File: src/rtl/div_pkg.sv
// Shared status codes, requester state encoding and defaults for the
// divider requester slice.
package div_pkg;

    localparam int DEFAULT_DATA_W  = 10;
    localparam int DEFAULT_TIMEOUT = 255;

    typedef enum logic [1:0] {
        ST_OK      = 2'b00,
        ST_DVZ     = 2'b01,
        ST_OVF     = 2'b10,
        ST_TIMEOUT = 2'b11
    } div_status_e;

    typedef enum logic [2:0] {
        IDLE      = 3'd0,
        ISSUE     = 3'd1,
        WAIT_BUSY = 3'd2,
        RUN       = 3'd3,
        REPORT    = 3'd4
    } req_state_e;

    // Busy fell without a result: divide-by-zero wins, anything else is overflow.
    function automatic div_status_e classify_abort(input logic dvz_seen, input logic ovf_seen);
        if (dvz_seen) return ST_DVZ;
        if (ovf_seen) return ST_OVF;
        return ST_OVF;
    endfunction

endpackage

File: src/rtl/div_watchdog.sv
// Loadable up-counter with clear and a terminal-count flag at TIMEOUT-1.
// The count saturates at terminal so it can never wrap back to zero.
module div_watchdog
    import div_pkg::*;
#(
    parameter int TIMEOUT = DEFAULT_TIMEOUT,
    localparam int CNT_W  = $clog2(TIMEOUT)
) (
    input  logic             clk,
    input  logic             rst,
    input  logic             clear,
    input  logic             load,
    input  logic [CNT_W-1:0] load_value,
    input  logic             inc,
    output logic             terminal
);

    localparam logic [CNT_W-1:0] TERMINAL_COUNT = CNT_W'(TIMEOUT - 1);

    logic [CNT_W-1:0] count;

    always_ff @(posedge clk) begin
        if (rst) begin
            count <= '0;
        end else if (clear) begin
            count <= '0;
        end else if (load) begin
            count <= load_value;
        end else if (inc && !terminal) begin
            count <= count + CNT_W'(1);
        end
    end

    assign terminal = (count == TERMINAL_COUNT);

endmodule

File: src/rtl/div_requester.sv
// Initiator-side sequencer for the sequential divider: accepts one operand
// pair, issues a single divide, classifies the outcome and returns it.
module div_requester
    import div_pkg::*;
#(
    parameter int DATA_W  = DEFAULT_DATA_W,
    parameter int TIMEOUT = DEFAULT_TIMEOUT
) (
    input  logic              clk,
    input  logic              rst,
    input  logic              req_valid,
    output logic              req_ready,
    input  logic [DATA_W-1:0] req_a,
    input  logic [DATA_W-1:0] req_b,
    output logic              res_valid,
    input  logic              res_ready,
    output logic [DATA_W-1:0] res_q,
    output logic [1:0]        res_status,
    output logic              div_start,
    output logic [DATA_W-1:0] div_a,
    output logic [DATA_W-1:0] div_b,
    input  logic              div_busy,
    input  logic              div_valid,
    input  logic [DATA_W-1:0] div_q,
    input  logic              div_dvz,
    input  logic              div_ovf
);

    req_state_e        state, state_next;
    logic [DATA_W-1:0] a_reg, b_reg, q_reg;
    div_status_e       status_reg;
    logic              dvz_sticky, ovf_sticky;

    logic              latch_req;
    logic              wd_clear;
    logic              wd_inc;
    logic              wd_terminal;
    logic              capture;
    logic [DATA_W-1:0] q_next;
    div_status_e       status_next;
    logic              in_flight;

    div_watchdog #(
        .TIMEOUT(TIMEOUT)
    ) u_watchdog (
        .clk       (clk),
        .rst       (rst),
        .clear     (wd_clear),
        .load      (1'b0),
        .load_value('0),
        .inc       (wd_inc),
        .terminal  (wd_terminal)
    );

    always_ff @(posedge clk) begin
        if (rst) begin
            state <= IDLE;
        end else begin
            state <= state_next;
        end
    end

    assign in_flight = (state == WAIT_BUSY) || (state == RUN);

    // A flag arriving in the same cycle busy falls still counts.
    always_comb begin
        state_next  = state;
        latch_req   = 1'b0;
        wd_clear    = 1'b0;
        wd_inc      = 1'b0;
        capture     = 1'b0;
        q_next      = '0;
        status_next = ST_OK;

        case (state)
            IDLE: begin
                if (req_valid && !div_busy) begin
                    latch_req  = 1'b1;
                    state_next = ISSUE;
                end
            end
            ISSUE: begin
                wd_clear   = 1'b1;
                state_next = WAIT_BUSY;
            end
            WAIT_BUSY: begin
                wd_inc = 1'b1;
                if (wd_terminal) begin
                    capture     = 1'b1;
                    status_next = ST_TIMEOUT;
                    state_next  = REPORT;
                end else if (div_busy) begin
                    state_next = RUN;
                end
            end
            RUN: begin
                wd_inc = 1'b1;
                if (div_valid) begin
                    capture     = 1'b1;
                    q_next      = div_q;
                    status_next = ST_OK;
                    state_next  = REPORT;
                end else if (!div_busy) begin
                    capture     = 1'b1;
                    status_next = classify_abort(dvz_sticky | div_dvz, ovf_sticky | div_ovf);
                    state_next  = REPORT;
                end else if (wd_terminal) begin
                    capture     = 1'b1;
                    status_next = ST_TIMEOUT;
                    state_next  = REPORT;
                end
            end
            REPORT: begin
                if (res_ready) begin
                    state_next = IDLE;
                end
            end
            default: begin
                state_next = IDLE;
            end
        endcase
    end

    always_ff @(posedge clk) begin
        if (rst) begin
            a_reg      <= '0;
            b_reg      <= '0;
            q_reg      <= '0;
            status_reg <= ST_OK;
            dvz_sticky <= 1'b0;
            ovf_sticky <= 1'b0;
        end else begin
            if (latch_req) begin
                a_reg <= req_a;
                b_reg <= req_b;
            end
            if (capture) begin
                q_reg      <= q_next;
                status_reg <= status_next;
            end
            if (wd_clear) begin
                dvz_sticky <= 1'b0;
                ovf_sticky <= 1'b0;
            end else if (in_flight) begin
                if (div_dvz) dvz_sticky <= 1'b1;
                if (div_ovf) ovf_sticky <= 1'b1;
            end
        end
    end

    assign req_ready  = (state == IDLE) && !div_busy;
    assign res_valid  = (state == REPORT);
    assign res_q      = q_reg;
    assign res_status = status_reg;
    assign div_start  = (state == ISSUE);
    assign div_a      = a_reg;
    assign div_b      = b_reg;

endmodule

File: config.mk
export PLATFORM = sky130hd
export DESIGN_NAME = div_requester
export DESIGN_NICKNAME = d
export VERILOG_FILES = /design/src/rtl/div_pkg.sv /design/src/rtl/div_watchdog.sv /design/src/rtl/div_requester.sv
export SDC_FILE = /design/constraint.sdc
export NUM_CORES = 1
export LEC_CHECK = 0
export ABC_AREA = 1
export CORE_ASPECT_RATIO = 1.2
export CORE_UTILIZATION = 49
export DETAILED_ROUTE_END_ITERATION = 12
export MAX_ROUTING_LAYER = met4
export PLACE_DENSITY = 0.85
export SYNTH_ARGS = -nofsm -noshare
export SYNTH_HDL_FRONTEND = slang
export SYNTH_HIERARCHICAL = 1
export SYNTH_SLANG_ARGS = --single-unit
File: constraint.sdc
create_clock -name clk -period 4.1 [get_ports clk]
set_input_delay 1.025 -clock clk [delete_from_list [all_inputs] [get_ports clk]]
set_output_delay 1.025 -clock clk [all_outputs]
set_load 0.05 [all_outputs]
==> run_results.csv <==
group,metric,value,unit
power,p_per_area,515,nW/um^2
grt,antenna_found_initial,0,
timing,fin_crit_sh,0.844,
floorplanning,num_io_pins,73,
timing,slew_headroom,0.383,
place,place_congestion,0.846,
finish,num-fill-cells,359,
clock_tree,post-cts-setup-buffer-count,0,
logic_synthesis,syn_inst,308,
setup_path,r2r_slack,2.39,ns
finish,area_growth,38.0,%
logic_synthesis,ys_types,29,
setup_path,crit_start,"div_busy",
worst_hold_path,holdPathStages,2,
logic_synthesis,mappedNetlistArea,2160,um^2
logic_synthesis,synthArstFlopShare,0,
setup_path,worstPathArrival,2.44,ns
floorplanning,dieArea,4690,um^2
clock_tree,cts_tree,"built",
worst_hold_path,hold_class,"reg2reg",
timing,worst_slew_pin_slew,0.925,ns
power,ir_worst_vdd,0.298,mV
floorplanning,row_count,26,
setup_path,setup.worst_path.class,"in2out",
clock_tree,cts_resized,0,
timing,period_needed,3.46,ns
timing,rsz0062_at_grt,"false",
floorplanning,die_w,62.7,um
place,dp.cells,435,
timing,clock.fmax,289,MHz
floorplanning,die_height,74.8,um
logic_synthesis,yosys_register_bits,44,
setup_path,start_kind,"input pin",
grt,grt_max_degree,35,
clock_tree,cts.reportedPaths.clkPinSlew,0.09,ns
worst_hold_path,whs_endpoint,"dvz_sticky",
logic_synthesis,ys_seq_area_frac,0.407,
finish,drive_gt1_frac,0.0959,
finish,finish.net_count,426,
grt,grt_overflow,0,
logic_synthesis,yosys-top-cells-area,"dfxtp_1, nor2_1, nand2_1",
logic_synthesis,synthFlopType,"dfxtp_1",
place,port_buffers,71,
logic_synthesis,synth-edff-count,0,
clock_tree,cts_made_buffers,5,
finish,layout.cells.non_filler,442,
floorplanning,start_util,0.508,
run_status,status,"finished, final reports clean",
timing,drv_slew,0,
clock_tree,cts_hold_buf,0,
place,dp_slack,0.646,ns
setup_path,critPathCaptureType,"output pin",
floorplanning,design.core.area,4260,um^2
logic_synthesis,post-synth-top-count-cell,"nor2_1",
timing,hold_viol,0,
logic_synthesis,ys_top_cells_by_count,"nor2_1, dfxtp_1, nand2_1",
setup_path,timing.rr.start,"u_watchdog/count[0]",
routing,wl_per_cell,11.4,um
worst_hold_path,min_from,"dvz_sticky",
routing,postRouteAntennaNets,0,
setup_path,path_max_fanout,4,
setup_path,r2r_end,"state[2]",
timing,setup_slack,0.640,ns
logic_synthesis,syn_area_per_cell,7.03,um^2
timing,skew,0.00774,ns
grt,grt_pass1_vias,1965,
clock_tree,root_buffer,"clkbuf_8",
finish,final_core_util,0.701,
routing,drtIter0Drc,165,
logic_synthesis,synth_top_cell_by_area,"dfxtp_1",
routing,via_per_inst,4.88,
timing,finalSetupTns,0,ns
finish,antenna_cells,0,
clock_tree,clkSinkCount,44,
power,leakagePower,1.31,nW
grt,grtUsageTotal,0.234,
routing,vias,2155,
routing,drt-total-wl,5030,um
run,max_cap_viol_count,0,
clock_tree,clk_latency,0.29,ns
routing,drt-pass1-iter-count,4,
setup_path,ff2ff_path_depth,14,
routing,drcViolationCount,0,
place,dp_hpwl,3650,um
clock_tree,htree_levels,2,
logic_synthesis,ys_warn_count,6,
setup_path,cp_data_required_time,3.07,ns
clock_tree,cts.path.max_buffers,2,
timing,setup_viol,0,
logic_synthesis,synth_top_area_frac,0.407,
grt,grt_pass1_wl,8520,um
[how the worst max path moves through the flow]
stage / slack (ns) / endpoint
finish: 0.64 / req_ready
global route: 0.58 / req_ready
CTS: 0.63 / req_ready
detailed placement: 0.65 / req_ready
global placement: 0.66 / req_ready
floorplan: 1.40 / req_ready
[per-layer routing]
metal	global-route usage	vias to the layer above	share of wire
met5	-	-	0
met4	0.0698	0	0.0091
met3	0.0576	6	0.058
met2	0.402	62	0.49
met1	0.271	963	0.44
li1	-	1124	-
[final cells by class]
| class | count | area, um^2 | share of cell area |
|---|---|---|---|
| Clock inverter | 1 | 5.00 | 0.00168 |
| Multi-Input combinational cell | 232 | 1120 | 0.374 |
| Tap cell | 56 | 70.1 | 0.0235 |
| Clock buffer | 6 | 72.6 | 0.0243 |
| Inverter | 31 | 124 | 0.0415 |
| Timing Repair Buffer | 72 | 718 | 0.240 |
| Sequential cell | 44 | 881 | 0.295 |
[placed cells by master (no fill, tap or decap), types with 4 or more instances in the layout]
cell type        count
nor2_2              11
nand4_1              4
a21oi_1              8
nand2_1             43
clkdlybuf4s50_1     71
o21ai_1             26
nand2_2              4
conb_1               9
o21ai_0              7
dfxtp_1             44
nor2_1              79
clkbuf_8             5
nand3_1             21
inv_2                4
inv_1               26
nand2_4              4
[worst max-delay path: stages]
cell,delay (ns)
clkdlybuf4s50_1,0.46
nor2_1,0.13
clkdlybuf4s50_1,0.81
[cell families (layout without fill, tap and decap cells)]
group                    after synthesis  count (layout)  synth area share
AND/OR/NAND/NOR                      177             177             0.383
XOR/XNOR                               1               1           0.00405
AO/OA/AOI/OAI                         43              43             0.102
buffers and inverters                 40             110            0.0908
other                                  1               9           0.00173
flip-flops                            44              44             0.407
adder cells (fa/ha/maj)                2               2            0.0116
[through the flow]
stage	total power, mW	area [um^2]	hold WS (ns)
final	1.54	2990	0.482
after global routing	1.63	2990	0.504
after CTS	1.54	2990	0.482
after detailed placement	1.28	2910	0.470
after global placement	1.27	2910	0.464
after floorplan	1.07	2190	0.442
[where the power goes]
group          leakage [nW]  switching, mW  internal [mW]
registers             0.360         0.0627          0.508
logic                 0.912          0.469          0.238
clock network        0.0410          0.145          0.116
[registers in the layout (all words and copies together), names as in the netlist]
name	count
state	3
u_watchdog/count	8
dvz_sticky	1
div_a	10
div_b	10
res_status	2
res_q	10
No activity file was read; power rests on OpenSTA's default activity.
